## src/rtl/temp_conv_sched_if.sv

```systemverilog
// Handshake and data signals for the two-channel Celsius-to-Fahrenheit scheduler.
// The requesting side uses the master modport; the scheduler uses the slave modport.
interface temp_conv_sched_if;
  logic       req_a;
  logic [7:0] temp_a;
  logic       gnt_a;
  logic       done_a;
  logic [7:0] temp_b;
  logic       req_c;
  logic [7:0] temp_c;
  logic       gnt_c;
  logic       done_c;
  logic [7:0] temp_d;
  logic       busy;

  modport master (
    output req_a, temp_a, req_c, temp_c,
    input  gnt_a, done_a, temp_b, gnt_c, done_c, temp_d, busy
  );

  modport slave (
    input  req_a, temp_a, req_c, temp_c,
    output gnt_a, done_a, temp_b, gnt_c, done_c, temp_d, busy
  );
endinterface

```

## src/rtl/temp_conv_sched.sv

```systemverilog
// Two-channel temperature converter sharing one multi-cycle conversion unit.
// Round-robin arbitration, LAT cycles of conversion, one write-back cycle per job.
module temp_conv_sched #(
  parameter int unsigned LAT = 4
) (
  input logic              clk,
  input logic              rst_n,
  temp_conv_sched_if.slave bus
);

  typedef enum logic [1:0] {IDLE, CONV, WB} state_t;

  state_t      state, state_d;
  logic [3:0]  cnt, cnt_d;
  logic        grant, pick_c, wb_load;
  logic        sel_c;   // channel of the job in flight
  logic        last_c;  // last-served channel was C
  logic [7:0]  op;
  logic [11:0] scaled;
  logic [7:0]  result;
  logic        gnt_a_q, gnt_c_q, done_a_q, done_c_q;
  logic [7:0]  temp_b_q, temp_d_q;

  // NOTE: every signal written here gets a default first, so no path leaves
  // one unassigned and no latch is inferred.
  always_comb begin
    state_d = state;
    cnt_d   = cnt;
    grant   = 1'b0;
    pick_c  = 1'b0;
    wb_load = 1'b0;
    unique case (state)
      IDLE: begin
        if (bus.req_a || bus.req_c) begin
          grant   = 1'b1;
          pick_c  = bus.req_c && !(bus.req_a && last_c);
          cnt_d   = 4'(LAT - 1);
          state_d = CONV;
        end
      end
      CONV: begin
        if (cnt == 4'd0) begin
          wb_load = 1'b1;
          state_d = WB;
        end else begin
          cnt_d = cnt - 4'd1;
        end
      end
      WB:      state_d = IDLE;
      default: state_d = IDLE;
    endcase
  end

  // Max intermediate is 255*9/5+32 = 491, so 12 bits never overflow.
  always_comb begin
    scaled = ({4'd0, op} * 12'd9) / 12'd5 + 12'd32;
    result = (scaled > 12'd255) ? 8'hFF : scaled[7:0];
  end

  // NOTE: state registers use non-blocking assignments so every flop samples
  // pre-edge values regardless of block ordering.
  always_ff @(posedge clk or negedge rst_n) begin
    if (!rst_n) begin
      state    <= IDLE;
      cnt      <= 4'd0;
      sel_c    <= 1'b0;
      last_c   <= 1'b1;
      op       <= 8'd0;
      gnt_a_q  <= 1'b0;
      gnt_c_q  <= 1'b0;
      done_a_q <= 1'b0;
      done_c_q <= 1'b0;
      temp_b_q <= 8'd0;
      temp_d_q <= 8'd0;
    end else begin
      state    <= state_d;
      cnt      <= cnt_d;
      gnt_a_q  <= grant && !pick_c;
      gnt_c_q  <= grant && pick_c;
      done_a_q <= wb_load && !sel_c;
      done_c_q <= wb_load && sel_c;
      if (grant) begin
        op     <= pick_c ? bus.temp_c : bus.temp_a;
        sel_c  <= pick_c;
        last_c <= pick_c;
      end
      if (wb_load && !sel_c) temp_b_q <= result;
      if (wb_load && sel_c)  temp_d_q <= result;
    end
  end

  assign bus.gnt_a  = gnt_a_q;
  assign bus.gnt_c  = gnt_c_q;
  assign bus.done_a = done_a_q;
  assign bus.done_c = done_c_q;
  assign bus.temp_b = temp_b_q;
  assign bus.temp_d = temp_d_q;
  assign bus.busy   = (state != IDLE);

endmodule

```

## src/flat_wrapper.sv

```systemverilog
// flat-port wrapper written by rule: the top's interface ports become plain ports
module temp_conv_sched_flat 
#(
  parameter int unsigned LAT = 4
)
  (clk, rst_n, bus_req_a, bus_temp_a, bus_req_c, bus_temp_c, bus_gnt_a, bus_done_a, bus_temp_b, bus_gnt_c, bus_done_c, bus_temp_d, bus_busy);
  temp_conv_sched_if bus_i ();
  input logic clk;
  input logic rst_n;
  input wire logic [$bits(bus_i.req_a)-1:0] bus_req_a;
  input wire logic [$bits(bus_i.temp_a)-1:0] bus_temp_a;
  input wire logic [$bits(bus_i.req_c)-1:0] bus_req_c;
  input wire logic [$bits(bus_i.temp_c)-1:0] bus_temp_c;
  output wire logic [$bits(bus_i.gnt_a)-1:0] bus_gnt_a;
  output wire logic [$bits(bus_i.done_a)-1:0] bus_done_a;
  output wire logic [$bits(bus_i.temp_b)-1:0] bus_temp_b;
  output wire logic [$bits(bus_i.gnt_c)-1:0] bus_gnt_c;
  output wire logic [$bits(bus_i.done_c)-1:0] bus_done_c;
  output wire logic [$bits(bus_i.temp_d)-1:0] bus_temp_d;
  output wire logic [$bits(bus_i.busy)-1:0] bus_busy;
  assign bus_i.req_a = bus_req_a;
  assign bus_i.temp_a = bus_temp_a;
  assign bus_i.req_c = bus_req_c;
  assign bus_i.temp_c = bus_temp_c;
  assign bus_gnt_a = bus_i.gnt_a;
  assign bus_done_a = bus_i.done_a;
  assign bus_temp_b = bus_i.temp_b;
  assign bus_gnt_c = bus_i.gnt_c;
  assign bus_done_c = bus_i.done_c;
  assign bus_temp_d = bus_i.temp_d;
  assign bus_busy = bus_i.busy;
  temp_conv_sched #(.LAT(LAT)) u_core (.clk(clk), .rst_n(rst_n), .bus(bus_i));
endmodule
```

## config.mk

```make
export PLATFORM = sky130hd
export DESIGN_NAME = temp_conv_sched_flat
export DESIGN_NICKNAME = d
export VERILOG_FILES = /design/src/rtl/temp_conv_sched_if.sv /design/src/rtl/temp_conv_sched.sv /design/src/flat_wrapper.sv
export SDC_FILE = /design/constraint.sdc
export NUM_CORES = 1
export LEC_CHECK = 0
export CAP_MARGIN = 40
export CORE_ASPECT_RATIO = 1.1
export CORE_UTILIZATION = 47
export DETAILED_ROUTE_END_ITERATION = 7
export DONT_BUFFER_PORTS = 1
export SYNTH_ARGS = -nofsm -noshare
export SYNTH_HDL_FRONTEND = slang
export SYNTH_SLANG_ARGS = --single-unit
```

## constraint.sdc

```tcl
create_clock -name clk -period 6.1 [get_ports clk]
set_clock_uncertainty 0.05 [all_clocks]
set_input_delay 0.305 -clock clk [delete_from_list [all_inputs] [get_ports clk]]
set_output_delay 0.305 -clock clk [all_outputs]
set_load 0.02 [all_outputs]
```

# Word-level counts from Yosys, hierarchy flattened
# Index checks and enable logic that the tools add are counted.
dict set report totals {
  in_bits 20
  word_cells 50
  reg_bits 36
  output_inout_bits 21
}
dict set report classes {
  n_mux 14
  magnitude_cmp 1
  n_eq_ne 4
  reduce_logical 16
  addsub 2
  mul 1
  div 1
}
# operator count
set ops {}
lappend ops {{2-to-1 mux 8 bit} 2}
lappend ops {{adder 12 x 6 -> 12 bit, second input constant} 1}
lappend ops {{divider 12 x 3 -> 12 bit, second input constant} 1}
lappend ops {{greater-than comparator 12 x 8 -> 1 bit, second input constant} 1}
lappend ops {{multiplier 8 x 4 -> 12 bit, second input constant} 1}
lappend ops {{2-to-1 mux 4 bit} 2}
lappend ops {{case mux 4 bit (2 select lines)} 1}
lappend ops {{logical AND 1 bit} 6}
lappend ops {{2-to-1 mux 1 bit} 6}
lappend ops {{logical NOT 4 bit} 1}
lappend ops {{2-to-1 mux 2 bit} 2}
lappend ops {{!= test 2 x 1 -> 1 bit, second input constant} 2}
lappend ops {{case mux 2 bit (2 select lines)} 1}
lappend ops {{nonzero test 2 bit} 2}
lappend ops {{subtractor 4 x 1 -> 4 bit, second input constant} 1}
lappend ops {{logical NOT 1 bit} 3}
lappend ops {{AND reduction 3 bit} 1}
lappend ops {{== test 2 x 1 -> 1 bit, second input constant} 1}
lappend ops {{logical NOT 2 bit} 1}
lappend ops {{!= test 2 bit, second input constant} 1}
lappend ops {{AND reduction 2 bit} 1}
lappend ops {{logical OR 1 bit} 1}

# Logic depth before layout (Yosys ltp)
# Gate-level depths: netlist (run 1).
dict set report logic_depth {
  ltp_word 7
  mapped_depth 22
  mapped_depth_nobuf 18
}

# Worst setup path after synthesis (run 1)
# No wires, ideal clock.
dict set report synth_timing {
  kind {register to register}
  start {register u_core.op[1]}
  end {register u_core.temp_b_q[0], in the netlist u_core.bus.temp_b[0]}
  setup_time_ps 128
  path_slack_ps 1156
  required_time_ps 5922
  stages_incl_launch_ff 21
  arrival_time_ps 4766
  n_path_buf 2
  synth_period_minus_slack_ps 4944
  cell_sequence {dfrtp_1 ha_1 ha_1 fa_1 buf_2 a211oi_4 nor2_1 o31a_1 a41oi_1 a211oi_1 o21ai_0 a32oi_4 and2_1 or3b_1 o211ai_2 o311ai_1 and2_1 buf_6 maj3_2 a21oi_1 o31ai_1}
}
dict set report synth_between {
  elab_chain_cells 5
}
# item line_no
set synth_lines {}
lappend synth_lines {{start: declaration} temp_conv_sched.sv:18} ;# logic [7:0] op;
lappend synth_lines {{start signal: assignment} temp_conv_sched.sv:83} ;# op <= pick_c ? bus.temp_c : bus.temp_a;
lappend synth_lines {{multiplier 8 x 4 -> 12 bit *} temp_conv_sched.sv:56} ;# scaled = ({4'd0, op} * 12'd9) / 12'd5 + 12'd32;
lappend synth_lines {{divider 12 x 3 -> 12 bit *} temp_conv_sched.sv:56}
lappend synth_lines {{adder 12 x 6 -> 12 bit *} temp_conv_sched.sv:56}
lappend synth_lines {{greater-than comparator 12 x 8 -> 1 bit} temp_conv_sched.sv:57} ;# result = (scaled > 12'd255) ? 8'hFF : scaled[7:0];
lappend synth_lines {{2-to-1 mux 8 bit *} temp_conv_sched.sv:57}
lappend synth_lines {{end signal: assignment} temp_conv_sched.sv:87} ;# if (wb_load && !sel_c) temp_b_q <= result;
lappend synth_lines {{end: declaration} temp_conv_sched.sv:22} ;# logic [7:0] temp_b_q, temp_d_q;
# Every way passes the cells marked *; elsewhere a longest branch is shown, timed or not.
# A chain may end at the register's enable or synchronous reset.

# Worst setup path after layout (run 1)
# Same ends and word-level chain as after synthesis.

==> results.yml, run 1 <==
status:
  status: "complete, no violations"
cells_and_area:
  areaGrowthSynthToFinish_pct: 5.44
  nNetsFinal: 420
  drive_gt1_share_pct: 14.2
  fill_cells: 652
  final_cell_mix: "35 x dfrtp_1, 33 x nor2_1, 30 x nand2_1"
  layout_commonest_cell: "dfrtp_1"
  diodes: 0
global_routing:
  grt_max_degree: 37
  grt_pass1_wl_mm: 13.7
  overflow: 0
  grt_pass1_vias: 2891
  antenna_found_initial: 0
  grt_usage_pct: 23.5
logic_synthesis:
  ys_seq_area_share_pct: 27.4
  syn_nets: 425
  synth_area_um2: 3290
  yosysWarnings: 0
  yosys_register_bits: 36
  yosysUniqueCellTypes: 83
  synthFlopType: "dfrtp_1"
  netlist_instances: 392
  yosysTopAreaCellShare_pct: 26.6
  postSynth.asyncResetShare_pct: 100
  yosysTopAreaCell: "dfrtp_1"
  yosys-top-cells-area: "dfrtp_1 27%, ha_1 4.6%, a21oi_1 3.8%"
  synth_area_per_cell_um2: 8.38
  synth_edf_count: 0
setup_path:
  cp.arrival_ns: 5.86
  path_cells: "ha_1 > ha_1 > fa_1 > a21o_1 > a211oi_2 > o21ai_1 > a311oi_1 > nor4b_1 > nor2_1 > nand2_1 > nand4_1 > nand3_2 > mux2_2 > o221a_1 > nor2_1 > nor3_1 > a211oi_1 > o31ai_1"
  crit_family: "compound AO/OA/AOI/OAI gates"
  timing.rr.start: "u_core.op[1]"
  cp_slowest_cell: "fa_1"
  cp-startpoint: "u_core.op[1]"
  crit_type: "flop to flop"
  rrSetupSlack_ns: 0.35
  crit_path_max_incr_delay_ns: 0.54
  crit_buf_inv: 0
  critPathRequiredTime_ns: 6.21
  cp-end-kind: "flop"
  crit_path_start_kind: "flop"
  path_max_fanout: 13
detailed_routing:
  drc: 0
  dr.pass1.iters: 8
  via_per_inst: 6.62
  wire_per_inst_um: 17.5
  final_antenna_net_count: 0
  routed_wl_mm: 8.24
  drtIter0Drc: 320
  vias: 3112
timing:
  worstMarginPinSlew_ns: 0.665
  max_freq_ghz: 0.174
  final.period_utilization_pct: 94.3
  tns_ns: 0
  slew_headroom_pct: 55.6
  setup_viol: 0
  maxSlewViolCount: 0
  timing_hold_violations_final: 0
  rsz0062_at_grt: "no"
  fin_crit_ns: 5.75
cts:
  tritoncts: "yes"
  path_clk_slew_ns: 0.07
  cts_buffers: 5
  root_buffer: "clkbuf_8"
  cts.htree.levels: 2
  cts.sinks: 36
  clk_latency_ns: 0.28
  clockBufferDepth: 2
placed_design:
  place_congestion: 0.905
  detailed_place_hpwl_mm: 5.94
  numPortBuffers: 0
floorplan:
  placementRows: 31
  dieArea_um2: 7330
  core_area_um2: 6670
  die_h_um: 89.7
  start_util_pct: 49.3
  die_w_um: 81.7
  ios: 41
flow_run:
  drv_cap: 0
min_path:
  min-delay-start: "bus_temp_c[3]"
  hp-class: "input port to flop"
-- logic make-up (layout without fill, tap and decap cells) --
group,count (synthesis),in the layout,synth area share (%)
AO/OA/AOI/OAI,135,135,31.8
AND/OR/NAND/NOR,134,134,21.3
buffers and inverters,52,48,7.61
flip-flops,36,36,27.4
adder cells (fa/ha/maj),16,16,6.17
multiplexers,11,11,3.54
XOR/XNOR,8,8,2.13
-- final timing paths --
kind	end	cells past startpoint
max reg2reg	u_core.bus.temp_b[0]	18
max	u_core.bus.temp_b[0]	18
min in group asynchronous	u_core.bus.temp_b[2]	2
max in group asynchronous	u_core.last_c	2
min reg2reg	u_core.last_c	1
min	u_core.op[3]	2
-- per-layer routing --
layer	part of all wire (%)	wire length (um)	vias up	track usage (%)
li1	-	-	1480	-
met2	47	3860	139	36.6
met3	6.0	491	24	3.15
met1	44	3600	1469	31.5
met4	3.5	289	0	11.0
met5	0	0	-	0
-- timing repair --
action | in CTS | in global routing
endpoints found under the setup margin | 0 | 4
gates resized for setup | 0 | 1
buffers inserted | 0 | 5
hold endpoints to repair | 36 | 0
hold buffers | 2 | 0
-- cells in the mapped netlist, types with 7 or more instances --
cell type / number
dfrtp_1: 35
o211ai_1: 7
a21oi_1: 25
nand3_1: 8
a222oi_1: 8
o21ai_0: 16
a31oi_1: 10
clkbuf_1: 9
nor2_1: 33
buf_2: 11
inv_1: 23
nor3_1: 10
a21o_1: 7
nand2_1: 30
ha_1: 12
-- final cells by class --
class | instances | area [um^2] | share of cell area, %
clock buffer | 8 | 90.1 | 2.60
inverter | 25 | 93.8 | 2.71
multi-input combinational | 304 | 2140 | 61.7
sequential | 36 | 902 | 26.0
tap | 82 | 103 | 2.96
timing repair buffer | 15 | 138 | 3.97
-- per-stage QoR --
step	utilization [%]	setup WS (ns)	hold WS [ns]	instances	instance area (um^2)
2_1_floorplan	-	1.16	-0.0406	392	3290
3_3_place_gp	49.1	0.315	-0.0398	453	3280
3_5_place_dp	49.3	0.329	-0.0399	455	3290
4_1_cts	51.1	0.287	0.115	465	3410
5_1_grt	52.0	0.0937	0.124	470	3470
6_report	52.0	0.347	0.118	470	3470
-- flip-flops by register name, indices dropped and copies added (netlist names) --
signal             flops
u_core.bus.gnt_a       1
u_core.state           2
u_core.bus.gnt_c       1
u_core.bus.done_c      1
u_core.bus.temp_d      8
u_core.sel_c           1
u_core.bus.done_a      1
u_core.cnt             4
u_core.last_c          1
u_core.bus.temp_b      8
u_core.op              8
Power of run 1 is not shown: default switching activity piles up to over one toggle a cycle in this logic, so the estimate is an artifact.
==> inputs of run 2 (changes only) <==
Settings changed: PLACE_DENSITY set to 0.61.
==> results.yml, run 2 (same netlist as run 1, synthesis figures left out) <==
floorplan:
  dieArea_um2: 7330
  die_w_um: 81.7
  die_h_um: 89.7
  ios: 41
  core_area_um2: 6670
  start_util_pct: 49.3
  placementRows: 31
global_routing:
  grt_max_degree: 37
  grt_pass1_vias: 2876
  grt_pass1_wl_mm: 14.0
  antenna_found_initial: 0
  grt_usage_pct: 23.7
  overflow: 0
placed_design:
  numPortBuffers: 0
  detailed_place_hpwl_mm: 6.05
  place_congestion: 0.923
  dpl_worst_slack_ns: 0.430
cells_and_area:
  layout_commonest_cell: "dfrtp_1"
  drive_gt1_share_pct: 14.1
  areaGrowthSynthToFinish_pct: 4.61
  seqCellArea_um2: 902
  nNetsFinal: 417
  diodes: 0
  multiInputGateArea_um2: 2140
  fill_cells: 633
  final_cell_mix: "35 x dfrtp_1, 33 x nor2_1, 30 x nand2_1"
timing:
  max_freq_ghz: 0.177
  hold_ws_ns: 0.114
  rsz0062_at_grt: "no"
  tns_ns: 0
  maxSlewViolCount: 0
  final.period_utilization_pct: 92.6
  fin_ws_ns: 0.449
  fin_crit_ns: 5.65
  setup_viol: 0
  timing_hold_violations_final: 0
  slew_headroom_pct: 56.6
  worstMarginPinSlew_ns: 0.647
setup_path:
  crit_type: "flop to flop"
  rr_worst_depth: 18
  r2r_end: "u_core.bus.temp_b[0]"
  timing.rr.start: "u_core.op[1]"
  path_max_fanout: 9
  cp.arrival_ns: 5.77
  cp-end-kind: "flop"
  rrSetupSlack_ns: 0.45
  crit_path_start_kind: "flop"
  critPathRequiredTime_ns: 6.21
detailed_routing:
  route.met3.wl_um: 547
  drc: 0
  wl_met1_mm: 3.72
  via_per_inst: 6.74
  routed_wl_mm: 8.38
  dr.pass1.iters: 6
  wire_per_inst_um: 18.0
  drtIter0Drc: 398
  routed.top_layer: "met4"
  final_antenna_net_count: 0
  vias: 3141
  wl_met2_mm: 4.00
cts:
  cts_buffers: 5
  tritoncts: "yes"
  path_clk_slew_ns: 0.07
  clk_latency_ns: 0.28
  cts_setup_buffers: 0
  cts.htree.levels: 2
  root_buffer: "clkbuf_8"
  clockBufferDepth: 2
  cts.sinks: 36
status:
  status: "complete, no violations"
min_path:
  min_path_cells: 2
  hold_path_end: "u_core.op[3]"
  hp-class: "input port to flop"
  min-delay-start: "bus_temp_c[3]"
flow_run:
  drv_cap: 0
## run 2: what timing repair did
| action | CTS | global route |
|---|---|---|
| hold buffers | 2 | 0 |
| setup endpoints to repair | 0 | 4 |
| gates resized for setup | 0 | 2 |
| hold endpoints to repair | 36 | 0 |
## run 2: through the flow
| step | utilization (%) | instances | cell area (um^2) |
|---|---|---|---|
| after CTS | 51.4 | 466 | 3430 |
| after floorplan | - | 392 | 3290 |
| final | 51.5 | 466 | 3440 |
| after global routing | 51.5 | 466 | 3440 |
| after detailed placement | 49.5 | 457 | 3310 |
| after global placement | 49.4 | 455 | 3290 |
## run 2: worst max-delay path by stage
stage / startpoint / end / slack, ns / cells past startpoint
floorplan: u_core.op[1] / u_core.bus.temp_b[0] / 1.16 / 20
global placement: u_core.op[1] / u_core.bus.temp_d[0] / 0.40 / 18
detailed placement: u_core.op[1] / u_core.bus.temp_d[1] / 0.43 / 18
CTS: u_core.op[1] / u_core.bus.temp_d[1] / 0.39 / 18
global route: u_core.op[1] / u_core.bus.temp_b[0] / 0.06 / 18
finish: u_core.op[1] / u_core.bus.temp_b[0] / 0.45 / 18
## run 2: routing by layer
metal,global-route usage (%),up-vias
met3,3.65,14
met4,8.48,0
met2,36.3,141
met5,0,-
met1,33.5,1510
li1,-,1476
## run 2: cell type report
type / count / area share, %
clock buffers: 7 / 2.80
inverters: 25 / 2.73
multi-input cells: 304 / 62.3
flip-flops and latches: 36 / 26.2
well taps: 82 / 2.98
repair buffers: 12 / 2.98
## run 2: worst max-delay path, stage by stage, from the launching register on
cell and delay (ns):
dfrtp_1 0.49, ha_1 0.34, ha_1 0.24, fa_1 0.54, a211oi_4 0.41, or4_1 0.18
a31oi_1 0.08, a211o_1 0.36, o31a_1 0.35, nor2_1 0.27, o211ai_1 0.14, a21oi_1 0.27
nand3_1 0.37, o21a_1 0.30, o211ai_1 0.19, and2_1 0.31, a21oi_1 0.11, a211oi_1 0.39
o31ai_1 0.11
Power of run 2 is left out for the same reason.
